<file path="config.mk">
export PLATFORM = sky130hd
export DESIGN_NAME = lcd_spi_sequencer
export DESIGN_NICKNAME = d
export VERILOG_FILES = /design/src/rtl/lcd_spi_sequencer_pkg.sv /design/src/rtl/lcd_spi_sequencer_sync_fifo.sv /design/src/rtl/lcd_spi_sequencer.sv
export SDC_FILE = /design/constraint.sdc
export NUM_CORES = 1
export LEC_CHECK = 0
export CAP_MARGIN = 20
export CORE_MARGIN = 1
export CORE_UTILIZATION = 57
export CTS_CLUSTER_DIAMETER = 150
export DETAILED_ROUTE_END_ITERATION = 10
export GPL_ROUTABILITY_DRIVEN = 0
export PLACE_DENSITY = 0.78
export SLEW_MARGIN = 0
export SYNTH_ARGS = -nofsm -noshare
export SYNTH_HDL_FRONTEND = slang
export SYNTH_SLANG_ARGS = --single-unit
</file>
<file path="constraint.sdc">
create_clock -name CLK_100MHz -period 8.8 [get_ports CLK_100MHz]
set_input_delay 1.76 -clock CLK_100MHz [delete_from_list [all_inputs] [get_ports CLK_100MHz]]
set_output_delay 1.76 -clock CLK_100MHz [all_outputs]
set_load 0.005 [all_outputs]
</file>
<file path="src/rtl/lcd_spi_sequencer_pkg.sv">
// Shared definitions for the LCD SPI command sequencer: request word layout,
// op encodings and sequencer state encoding.
package lcd_spi_sequencer_pkg;

   localparam int WORD_W = 10;

   localparam logic [1:0] OP_CMD   = 2'b00;
   localparam logic [1:0] OP_DATA  = 2'b01;
   localparam logic [1:0] OP_DELAY = 2'b10;
   localparam logic [1:0] OP_RESET = 2'b11;

   typedef enum logic [2:0] {
      ST_IDLE       = 3'd0,
      ST_LOAD       = 3'd1,
      ST_WAIT_START = 3'd2,
      ST_WAIT_DONE  = 3'd3,
      ST_DELAY      = 3'd4,
      ST_PULSE      = 3'd5
   } state_t;

   function automatic logic [1:0] word_op(input logic [WORD_W-1:0] w);
      return w[9:8];
   endfunction

   function automatic logic [7:0] word_payload(input logic [WORD_W-1:0] w);
      return w[7:0];
   endfunction

   // A zero-length panel reset would be meaningless, so it is stretched to 1 ms.
   function automatic logic [7:0] pulse_ms(input logic [7:0] payload);
      return (payload == 8'd0) ? 8'd1 : payload;
   endfunction

endpackage

</file>
<file path="src/rtl/lcd_spi_sequencer_sync_fifo.sv">
// Synchronous show-ahead FIFO with registered occupancy count.
// Writes while full are ignored; reads while empty are ignored.
module sync_fifo #(
   parameter int WIDTH = 10,
   parameter int DEPTH = 8
) (
   input  logic             i_clk,
   input  logic             i_rst,
   input  logic             i_wr_en,
   input  logic [WIDTH-1:0] i_wr_data,
   input  logic             i_rd_en,
   output logic [WIDTH-1:0] o_rd_data,
   output logic             o_full,
   output logic             o_empty
);

   localparam int AW = $clog2(DEPTH);

   logic [WIDTH-1:0] r_mem [DEPTH];
   logic [AW-1:0]    r_wr_ptr;
   logic [AW-1:0]    r_rd_ptr;
   logic [AW:0]      r_count;
   logic             w_push;
   logic             w_pop;

   assign o_full    = (r_count == (AW+1)'(DEPTH));
   assign o_empty   = (r_count == '0);
   assign w_push    = i_wr_en && !o_full;
   assign w_pop     = i_rd_en && !o_empty;
   assign o_rd_data = r_mem[r_rd_ptr];

   // Pointer and occupancy tracking; depth is a power of two so pointers wrap naturally.
   always_ff @(posedge i_clk or posedge i_rst) begin
      if (i_rst) begin
         r_wr_ptr <= '0;
         r_rd_ptr <= '0;
         r_count  <= '0;
      end else begin
         if (w_push) begin
            r_wr_ptr <= r_wr_ptr + AW'(1);
         end
         if (w_pop) begin
            r_rd_ptr <= r_rd_ptr + AW'(1);
         end
         case ({w_push, w_pop})
            2'b10:   r_count <= r_count + (AW+1)'(1);
            2'b01:   r_count <= r_count - (AW+1)'(1);
            default: r_count <= r_count;
         endcase
      end
   end

   // Storage array.
   always_ff @(posedge i_clk) begin
      if (w_push) begin
         r_mem[r_wr_ptr] <= i_wr_data;
      end
   end

endmodule

</file>
<file path="src/rtl/lcd_spi_sequencer.sv">
// Drains a queue of panel requests (command/data bytes, ms delays, reset pulses)
// into a byte-wide SPI engine and drives the panel DCX/RESX pins.
module lcd_spi_sequencer
   import lcd_spi_sequencer_pkg::*;
#(
   parameter int CLK_FREQ   = 100000000,
   parameter int FIFO_DEPTH = 8
) (
   input  logic              CLK_100MHz,
   input  logic              reset,
   input  logic              wr_en,
   input  logic [WORD_W-1:0] wr_data,
   output logic              full,
   output logic              idle,
   output logic              overflow,
   output logic              spi_load,
   output logic [7:0]        spi_data,
   input  logic              spi_busy,
   output logic              DCX,
   output logic              RESX
);

   localparam int TICK_CYCLES = CLK_FREQ / 1000;
   localparam int TICK_W      = $clog2(TICK_CYCLES + 1);

   state_t            r_state;
   logic [7:0]        r_payload;
   logic [TICK_W-1:0] r_tick;
   logic [7:0]        r_ms;
   logic              r_spi_load;
   logic [7:0]        r_spi_data;
   logic              r_dcx;
   logic              r_resx;
   logic              r_overflow;

   logic [WORD_W-1:0] w_head;
   logic              w_empty;
   logic              w_full;
   logic              w_pop;
   logic              w_tick_wrap;

   sync_fifo #(
      .WIDTH(WORD_W),
      .DEPTH(FIFO_DEPTH)
   ) u_fifo (
      .i_clk    (CLK_100MHz),
      .i_rst    (reset),
      .i_wr_en  (wr_en),
      .i_wr_data(wr_data),
      .i_rd_en  (w_pop),
      .o_rd_data(w_head),
      .o_full   (w_full),
      .o_empty  (w_empty)
   );

   // Never start a new request while the engine still reports busy (covers reset mid-byte).
   assign w_pop       = (r_state == ST_IDLE) && !w_empty && !spi_busy;
   assign w_tick_wrap = (r_tick == TICK_W'(TICK_CYCLES - 1));

   assign full     = w_full;
   assign idle     = (r_state == ST_IDLE) && w_empty && !spi_busy;
   assign overflow = r_overflow;
   assign spi_load = r_spi_load;
   assign spi_data = r_spi_data;
   assign DCX      = r_dcx;
   assign RESX     = r_resx;

   // Sequencer FSM with registered panel and engine outputs.
   always_ff @(posedge CLK_100MHz or posedge reset) begin
      if (reset) begin
         r_state    <= ST_IDLE;
         r_payload  <= 8'd0;
         r_tick     <= '0;
         r_ms       <= 8'd0;
         r_spi_load <= 1'b0;
         r_spi_data <= 8'd0;
         r_dcx      <= 1'b1;
         r_resx     <= 1'b1;
      end else begin
         r_spi_load <= 1'b0;
         case (r_state)
            ST_IDLE: begin
               if (w_pop) begin
                  r_payload <= word_payload(w_head);
                  r_tick    <= '0;
                  r_ms      <= 8'd0;
                  case (word_op(w_head))
                     OP_CMD, OP_DATA: begin
                        r_dcx      <= w_head[8];
                        r_spi_load <= 1'b1;
                        r_spi_data <= word_payload(w_head);
                        r_state    <= ST_LOAD;
                     end
                     OP_DELAY: begin
                        r_state <= ST_DELAY;
                     end
                     default: begin
                        r_resx  <= 1'b0;
                        r_state <= ST_PULSE;
                     end
                  endcase
               end
            end
            ST_LOAD: begin
               r_state <= ST_WAIT_START;
            end
            ST_WAIT_START: begin
               if (spi_busy) begin
                  r_state <= ST_WAIT_DONE;
               end
            end
            ST_WAIT_DONE: begin
               if (!spi_busy) begin
                  r_state <= ST_IDLE;
               end
            end
            ST_DELAY: begin
               if (r_ms == r_payload) begin
                  r_state <= ST_IDLE;
               end else if (w_tick_wrap) begin
                  r_tick <= '0;
                  if (r_ms != 8'hFF) begin
                     r_ms <= r_ms + 8'd1;
                  end
               end else begin
                  r_tick <= r_tick + TICK_W'(1);
               end
            end
            ST_PULSE: begin
               // Release on the last cycle of the final ms so RESX is low for exactly N ms.
               if (w_tick_wrap && (r_ms == (pulse_ms(r_payload) - 8'd1))) begin
                  r_tick  <= '0;
                  r_resx  <= 1'b1;
                  r_state <= ST_IDLE;
               end else if (w_tick_wrap) begin
                  r_tick <= '0;
                  if (r_ms != 8'hFF) begin
                     r_ms <= r_ms + 8'd1;
                  end
               end else begin
                  r_tick <= r_tick + TICK_W'(1);
               end
            end
            default: begin
               r_state <= ST_IDLE;
            end
         endcase
      end
   end

   // Sticky record of any request dropped because the queue was full.
   always_ff @(posedge CLK_100MHz or posedge reset) begin
      if (reset) begin
         r_overflow <= 1'b0;
      end else if (wr_en && w_full) begin
         r_overflow <= 1'b1;
      end
   end

endmodule

</file>
==> metrics <==
status=complete, no violations; most common cell after layout, fill and taps aside=edfxtp_1; final wirelength=12100 um; Die Y=106.6 um; Hold Path End=overflow; Final min period=5.000 ns; Max Slew Vio Count=0; number of synthesized flops with an enable pin=80; Max Buffers Root-to-Sink=2; H-tree Lvls=4; clk_lat worst skew=0.53 ns; CP max stage delay=0.50 ns; CTS clock-pin slew for the worst setup and hold paths=0.06 ns; cell row count=37; post-DP HPWL=7828 um; average vias per placed instance=between 6 and 7; post-synthesis cell area=6233 um^2; Core Util, Final=0.6915; Chip Width=approximately 110 um; total number of vias=3948; Final Hold Viols=0; Achievable Freq=200.0 MHz; Final Worst Setup Slack=3.800 ns; port bufs=27; share of cells above drive strength 1=0.1497; syn_area_per_cell=13.21 um^2; Post-CTS Resized=0; Critical Path Sink Type=primary output; endpoints failing setup=0; cell count after synthesis=between 400 and 500; Place WS=3.793 ns; core area=around 10000 um^2; Slew headroom=0.3240; DRT iter0 DRCs=330; Ant. Diodes=0; critical path arrival=roughly 3.2 ns; Top cell by count, worst path=clkdlybuf4s50_1; asr flop ratio synth=0.4203; DRT antenna net count=0; Tcrit/Tclk final=0.5682; die area=11360 um^2; vias in the first global route=4012; Seq cells post-synth=between 100 and 150; Routed WL per cell=18.41 um; r2r endpoint=r_ms[1]; post-synthesis simple-gate area fraction=0.1309; Least-Margin Pin Slew=1.010 ns; register-to-register setup slack=5.09 ns; Crit path max-delay family=buffers and inverters; Compound-Gate Fraction of Synth Area=0.08330; max cap viols=0; Leakage=0.002702 uW; worst hold path type=register to register; CTS Hold Bufs=0; TritonCTS Sinks=138; post-synth top area cell=edfxtp_1; Main synth FF type=edfxtp_1; synthesis-to-layout area growth=16.06%; crit start category=input port; worst path cell trace=clkdlybuf4s50_1 > or4_1 > nor2_1 > clkdlybuf4s50_1; share of the synthesized area in the top cell type=0.3854; CTS root buffer=clkbuf_8; setup TNS=0 ns; Initial Utilization=0.5958; # DRC=0; Synth Area in XOR/XNOR=0.02951; total gr overflow=0; R2R cell count=11; Slowest-stage cell, CP=clkdlybuf4s50_1; largest net degree at the start of global routing=59; crit path buf inv count=2; WS Path Type=input port to primary output; YS warnings=0; Hold Path Depth=1; FILL cells=711; Yosys cell types=57; # Post-CTS Setup Buffers=0; CP Max Fanout=5; WP data required=7.04 ns; Inserted Clock Buffers=17; top cells by area, synth=edfxtp_1 (39%), dfrtp_1 (22%), mux4_2 (7.2%); antenna violations before repair=0; Mapped Nets=between 400 and 500; global-route wire length before repair=~20000 um; RSZ-0062 raised after global routing=false; mux cell area share after synthesis=0.09193; CTS tree=done; clock skew=around 0.0093 ns; Synth Area in Adders=0.01927; VDD IR-drop max=between 0.00015 and 0.0002 V; register area share after synthesis=0.6186; most frequent cells in the layout=edfxtp_1 (80), nand2_1 (56), dfrtp_1 (56); TritonRoute pass-1 iters=5; GRT Overall Usage=0.2361; Worst Hold Launch=overflow; largest family of logic cells by synthesized area=simple AND/OR/NAND/NOR gates; total I/O pin count=28; worst r2r src=r_payload[2]; PD cells=320.7 nW/um^2; Final Net Count=approximately 530
==> layout make-up <==
type	count	area [um^2]	share of cell area
repair buffers	36	337.8	0.04670
inverters	12	45.04	0.006226
multi-input cells	303	2225	0.3075
flip-flops and latches	138	3856	0.5330
clock buffers	20	435.4	0.06019
clock inverters	12	165.2	0.02283
well taps	136	170.2	0.02352
==> metrics by stage <==
step	std cells	hold slack, ns	area, um^2	power (uW)
2_1_floorplan	472	0.4510	6233	1406
3_3_place_gp	625	0.4392	6634	1575
3_5_place_dp	625	0.4472	6634	1609
4_1_cts	657	0.4613	7234	2332
5_1_grt	657	0.4794	7234	2442
6_report	657	0.4571	7234	2320
==> cells in the mapped netlist, types with 5 or more instances <==
master    number
o21ai_0       41
mux4_2        20
xnor2_1       10
xor2_1        11
nand2_1       56
nor4_1         9
nor2_1        21
nand3_1       15
or3_1          5
nor4b_1        5
dfrtp_1       56
edfxtp_1      80
ha_1           8
nor3_1        13
inv_1         11
mux2i_1       10
a21oi_1       11
or4_1          7
clkbuf_1      10
==> state kept, by name (all words and copies together), names as in the netlist <==
signal,flops
u_fifo.r_mem,80
r_tick,17
r_ms,8
r_payload,8
spi_data,8
u_fifo.r_count,4
r_state,3
u_fifo.r_rd_ptr,3
u_fifo.r_wr_ptr,3
DCX,1
RESX,1
overflow,1
spi_load,1
==> routing by layer <==
metal	part of all wire	GRT usage	vias up
li1	-	-	1867
met1	0.42	0.2942	1931
met2	0.50	0.3779	126
met3	0.057	0.06991	24
met4	0.020	0.1174	0
met5	0	0	-
==> cells by family after synthesis <==
kind of cell / count (synthesis)
AO/OA/AOI/OAI: 84
buffers and inverters: 31
flip-flops: 138
XOR/XNOR: 21
AND/OR/NAND/NOR: 157
multiplexers: 32
adder cells (fa/ha/maj): 9
==> where the power goes <==
| group | internal [uW] | total, uW | switching, uW | leakage, uW |
|---|---|---|---|---|
| sequential | 819 | 961 | 142 | 0.00148 |
| combinational | 310 | 641 | 330 | 0.000940 |
| clock | 443 | 718 | 275 | 0.000282 |
| total | 1570 | 2320 | 748 | 0.00270 |
==> worst reg2reg max path, delay by kind of cell (launching register included) <==
family	cells	cell delay, ns
compound gates	4	0.69
fa+ha+maj	1	0.25
flops	1	0.47
simple gates	6	2.18
==> worst max path at each step <==
stage              from   end  slack (ns)  cells after the start
2_1_floorplan  spi_busy  idle        4.78                      2
3_3_place_gp   spi_busy  idle        3.79                      4
3_5_place_dp   spi_busy  idle        3.79                      4
4_1_cts        spi_busy  idle        3.79                      4
5_1_grt        spi_busy  idle        3.74                      4
6_report       spi_busy  idle        3.80                      4
Note: power is estimated with default switching activity, not from simulation.
==> patch 1 (config.mk and constraints unchanged) <==
Change the parameter `FIFO_DEPTH` from 8 to 32.
--- a/src/rtl/lcd_spi_sequencer.sv
+++ b/src/rtl/lcd_spi_sequencer.sv
@@ -5,5 +5,5 @@
 #(
    parameter int CLK_FREQ   = 100000000,
-   parameter int FIFO_DEPTH = 8
+   parameter int FIFO_DEPTH = 32
 ) (
    input  logic              CLK_100MHz,
Check against the original RTL: not equivalent (Yosys sat finds a counterexample within 10 cycles, from zero or initial values and one cycle with reset high).
==> patch 1 against the original RTL <==
- setup slack improved by 0.077 ns
- total power rose by 130%
- routed wire length increased to 2.7 times the old value
- critical path type unchanged
- sequential share of layout area increased by 9.9 points
- highest routed layer unchanged
- first-iteration DRC count grew to 2.7 times the old value
- utilization is 3.4 points lower
- final area up 150%
- area after synthesis rose to 2.5 times the old value
- largest power group unchanged
- sequential cell count increased by 246
==> patch 1: results (changes against the original RTL) <==
| Metric | Value |
|---|---|
| EDFF count, synth | `320 (+300%)` |
| Crit-path max FO | `4 (-1)` |
| Worst Skew | `0.0144 ns (+0.00513 ns)` |
| Sequential fraction of the synthesis area | `0.710 (+0.0918)` |
| Cts bufs inserted | `39 (+22)` |
| Vias | `8242 (+110%)` |
| Adder-cell area share of the yosys netlist | `0.0116 (-0.00770)` |
| Fin nets | `948 (+79%)` |
| First-pass GRT wire length | `49.1 mm (+150%)` |
| Worst-margin pin slew | `1.13 ns (+0.125 ns)` |
| Mux contribution to synthesized area | `0.152 (+0.0600)` |
| Top cells by area, synth | `edfxtp_1 61%, mux4_2 13%, dfrtp_1 9.8%, nor2_1 1.4%, nand2_1 1.3%` |
| DP Wirelength | `19.5 mm (+150%)` |
| DR WL/cell | `25.4 um (+38%)` |
| GRT Util Overall | `0.235 (-0.000804)` |
| Post-synth ARST share | `0.167 (-0.254)` |
| Worst flop-to-flop path startpoint | `u_fifo.r_count[1]$_DFFE_PP0P_` |
| Worst EP arrival | `3.16 ns (-0.08 ns)` |
| Syn Nets | `903 (+82%)` |
| Complex-gate fraction of the synthesized area | `0.0300 (-0.0533)` |
| Hold path endpoint | `DCX$_DFFE_PP1P_` |
| Met2 GRT Util | `0.378 (about the same)` |
| Unique masters post-synth | `59 (+3.5%)` |
| Leak | `5.93 nW (+120%)` |
| Worst r2r dst | `u_fifo.r_count[5]$_DFFE_PP0P_` |
| GR Util met1 | `0.342 (+0.0477)` |
| Status | `finished, final reports clean` |
| Critical path's slowest cell | `clkdlybuf4s50_1` |
| XOR/XNOR Fraction of Synth Area | `0.0183 (-0.0112)` |
| Hold Path Depth | `2 (+1)` |
| H-Tree Depth | `2 (-2)` |
| Routed wl met3 | `2.30 mm (+230%)` |
| Largest regs | `u_fifo.r_mem: 320 flops, r_tick: 17 flops` |
| Fraction of layout cells with a size suffix above 1 | `0.203 (+0.0532)` |
| Vias in the first global route | `7986 (+99%)` |
| Clock Tree Root | `clkbuf_16` |
| R2R cell count | `13 (+2)` |
| Post-synth top cells | `320 x edfxtp_1, 94 x mux4_2, 62 x dfrtp_1` |
| Initial DRC count | `895 (+170%)` |
| Met1 wire length | `13.6 mm (+170%)` |
patch 1: cell types whose count changed after synthesis, sizes merged, moves of 7 or more:
cell and change:
nor4 -7, xnor2 +11, mux4 +80, nor2 +39, edfxtp +240, clkbuf +8
buf +14, nand4 +7
patch 1: through the flow:
step	hold slack [ns]	setup WS [ns]	instances	cell area, um2	utilization
CTS	0.461	3.87	1282	17600	0.650
floorplan	0.451	4.67	875	15800	-
global route	0.480	3.64	1292	17800	0.657
finish	0.459	3.88	1292	17800	0.657
global placement	0.446	3.61	1210	16300	0.605
detailed placement	0.448	3.50	1210	16300	0.605
patch 1: area by class of cell:
type                    instances  area [um2]
flip-flops and latches        384       11200
fillers                      1778        9260
multi-input cells             435        4310
clock buffers                  52        1090
repair buffers                 45         523
well taps                     341         427
clock inverters                20         144
inverters                      15        56.3
patch 1: where the power goes:
group,internal [W],switching [W]
clock network,0.000905,0.000675
logic,0.000684,0.000717
registers,0.00216,0.000209
total,0.00375,0.00160
==> patch 2 (config.mk and constraints unchanged) <==
Made on the original files. Make the reset (`i_rst` and `reset`) synchronous in 3 clocked blocks.
--- a/src/rtl/lcd_spi_sequencer_sync_fifo.sv
+++ b/src/rtl/lcd_spi_sequencer_sync_fifo.sv
@@ -31,5 +31,5 @@
 
    // Pointer and occupancy tracking; depth is a power of two so pointers wrap naturally.
-   always_ff @(posedge i_clk or posedge i_rst) begin
+   always_ff @(posedge i_clk) begin
       if (i_rst) begin
          r_wr_ptr <= '0;
--- a/src/rtl/lcd_spi_sequencer.sv
+++ b/src/rtl/lcd_spi_sequencer.sv
@@ -67,5 +67,5 @@
 
    // Sequencer FSM with registered panel and engine outputs.
-   always_ff @(posedge CLK_100MHz or posedge reset) begin
+   always_ff @(posedge CLK_100MHz) begin
       if (reset) begin
          r_state    <= ST_IDLE;
@@ -150,5 +150,5 @@
 
    // Sticky record of any request dropped because the queue was full.
-   always_ff @(posedge CLK_100MHz or posedge reset) begin
+   always_ff @(posedge CLK_100MHz) begin
       if (reset) begin
          r_overflow <= 1'b0;
Formal check against the unedited RTL: differs if reset is asserted again (counterexample within 4 cycles, from zero or initial values and one cycle with reset high); with reset held inactive, the same outputs for 4 cycles.
==> patch 2 against the original RTL <==
- final area shrank 3.4%
- clock skew shrank 0.0022 ns
- non-clock buffer count did not move
- register-to-register slack improved by 0.41 ns
- routed wire length shrank 5.7%
- sequential cell count is 3 higher
- setup slack improved by 0.15 ns
- total power fell by 8.1%
- first-iteration DRC count fell by 36%
- critical path type unchanged
- area after synthesis fell by 3.2%
==> patch 2: results (changes against the original RTL) <==
| Metric | Value |
|---|---|
| Sequential fraction of the synthesis area | `0.600 (-0.0182)` |
| R2R cell count | `10 (-1)` |
| Status | `finished, final reports clean` |
| Port bufs | `27 (unchanged)` |
| Gates resized, CTS repair | `0 (unchanged)` |
| Worst Skew | `0.00708 ns (-0.00218 ns)` |
| Leak | `2.31 nW (-14%)` |
| Clock latency on the worst-skew pair | `0.53 ns (about the same)` |
| Sum of negative setup slack | `0 ns (unchanged)` |
| Setup WS pre-CTS | `3.95 ns (+0.160 ns)` |
| Router iterations before antenna repair | `6 (+1)` |
| H-Tree Depth | `4 (unchanged)` |
| Peak supply drop | `0.241 mV (+30%)` |
| Vias in the first global route | `3821 (-4.8%)` |
| Post-synth top cells | `80 x edfxtp_1, 61 x dfxtp_1, 52 x nor2_1` |
| Initial antenna violation count | `0 (unchanged)` |
| GRT Util Overall | `0.226 (-0.00995)` |
| Routed wl met3 | `431 um (-38%)` |
| EDFF count, synth | `80 (unchanged)` |
| Primary FF master, synth | `edfxtp_1` |
| Cts bufs inserted | `17 (unchanged)` |
| Crit-path max FO | `6 (+1)` |
| Clk pin slew, worst setup/hold paths | `0.06 ns (about the same)` |
| Hold crit path type | `flop to flop` |
| Via density | `5.77 (-4.0%)` |
| Post-synth ARST share | `0 (-0.420)` |
| Max-slew headroom | `0.303 (-0.0215)` |
| DR WL/cell | `17.0 um (-7.6%)` |
| Clock Tree Root | `clkbuf_8` |
| Fin nets | `544 (+2.4%)` |
| Largest net degree at the start of global routing | `39 (-34%)` |
| Largest regs | `u_fifo.r_mem: 80 flops, r_tick: 17 flops` |
| Fillers | `728 (+2.4%)` |
| DP Wirelength | `7.33 mm (-6.3%)` |
| Worst EP arrival | `3.09 ns (-0.15 ns)` |
| Met1 wire length | `4.99 mm (-2.5%)` |
| Hold Path Depth | `2 (+1)` |
| Fraction of layout cells with a size suffix above 1 | `0.120 (-0.0299)` |
| Postcts setup bufs | `0 (unchanged)` |
| Top cells by area, synth | `edfxtp_1 40%, dfxtp_1 20%, mux4_2 7.5%, nor2_1 3.2%, xor2_1 2.2%` |
| CTS Buffer Depth | `2 (unchanged)` |
| Metal2 WL | `5.77 mm (-4.6%)` |
| Syn Nets | `511 (+3.2%)` |
| Top Metal Used | `met4` |
| Unique masters post-synth | `52 (-8.8%)` |
| Initial DRC count | `212 (-36%)` |
| First-pass GRT wire length | `18.6 mm (-6.1%)` |
| Number of synthesis warnings | `0 (unchanged)` |
| Antenna diode count | `0 (unchanged)` |
patch 2: path summary, 6_finish.rpt:
kind / slack (ns) / end / from
setup / recovery: 3.95 / idle / spi_busy
hold / removal: 0.47 / overflow$_SDFFE_PP0P_ / overflow$_SDFFE_PP0P_
setup reg to reg: 5.50 / u_fifo.r_count[3]$_SDFFE_PP0P_ / u_fifo.r_count[0]$_SDFFE_PP0P_
hold reg to reg: 0.47 / overflow$_SDFFE_PP0P_ / overflow$_SDFFE_PP0P_
patch 2: cell families (layout without fill, tap and decap cells):
family          count (synthesis)  count (layout)  synth area share
compound gates                 73              73            0.0755
xor+xnor                       28              28            0.0406
fa+ha+maj                       9               9            0.0199
buf+inv                        36              82            0.0255
flops                         141             141             0.600
mux                            31              31            0.0931
simple gates                  170             170             0.145
patch 2: cell type report:
| type | instances | area (um2) | area share |
|---|---|---|---|
| multi-input cells | 311 | 2260 | 0.324 |
| repair buffers | 36 | 342 | 0.0489 |
| clock buffers | 22 | 443 | 0.0634 |
| flip-flops and latches | 141 | 3620 | 0.518 |
| clock inverters | 10 | 96.3 | 0.0138 |
| well taps | 136 | 170 | 0.0243 |
| inverters | 14 | 52.6 | 0.00752 |
patch 2: critical path, stage by stage:
cell and delay (ns):
clkdlybuf4s50_1 0.49, nor2_1 0.16, nand2_1 0.07, nor2_1 0.10, clkdlybuf4s50_1 0.51
patch 2: report_power, final:
part           switching, W  internal, W
Sequential        0.0000758     0.000769
Clock              0.000264     0.000382
Combinational      0.000347     0.000295
patch 2: per-layer routing:
layer	track usage	vias to the layer above
met4	0.117	0
met3	0.0630	18
met1	0.270	1893
met5	0	-
met2	0.375	80
li1	-	1874
patch 2: through the flow:
step | hold WS (ns) | instances | instance area, um2
floorplan | 0.454 | 488 | 6030
global placement | 0.459 | 636 | 6430
detailed placement | 0.463 | 636 | 6430
CTS | 0.478 | 668 | 6970
global route | 0.517 | 670 | 6990
finish | 0.470 | 670 | 6990
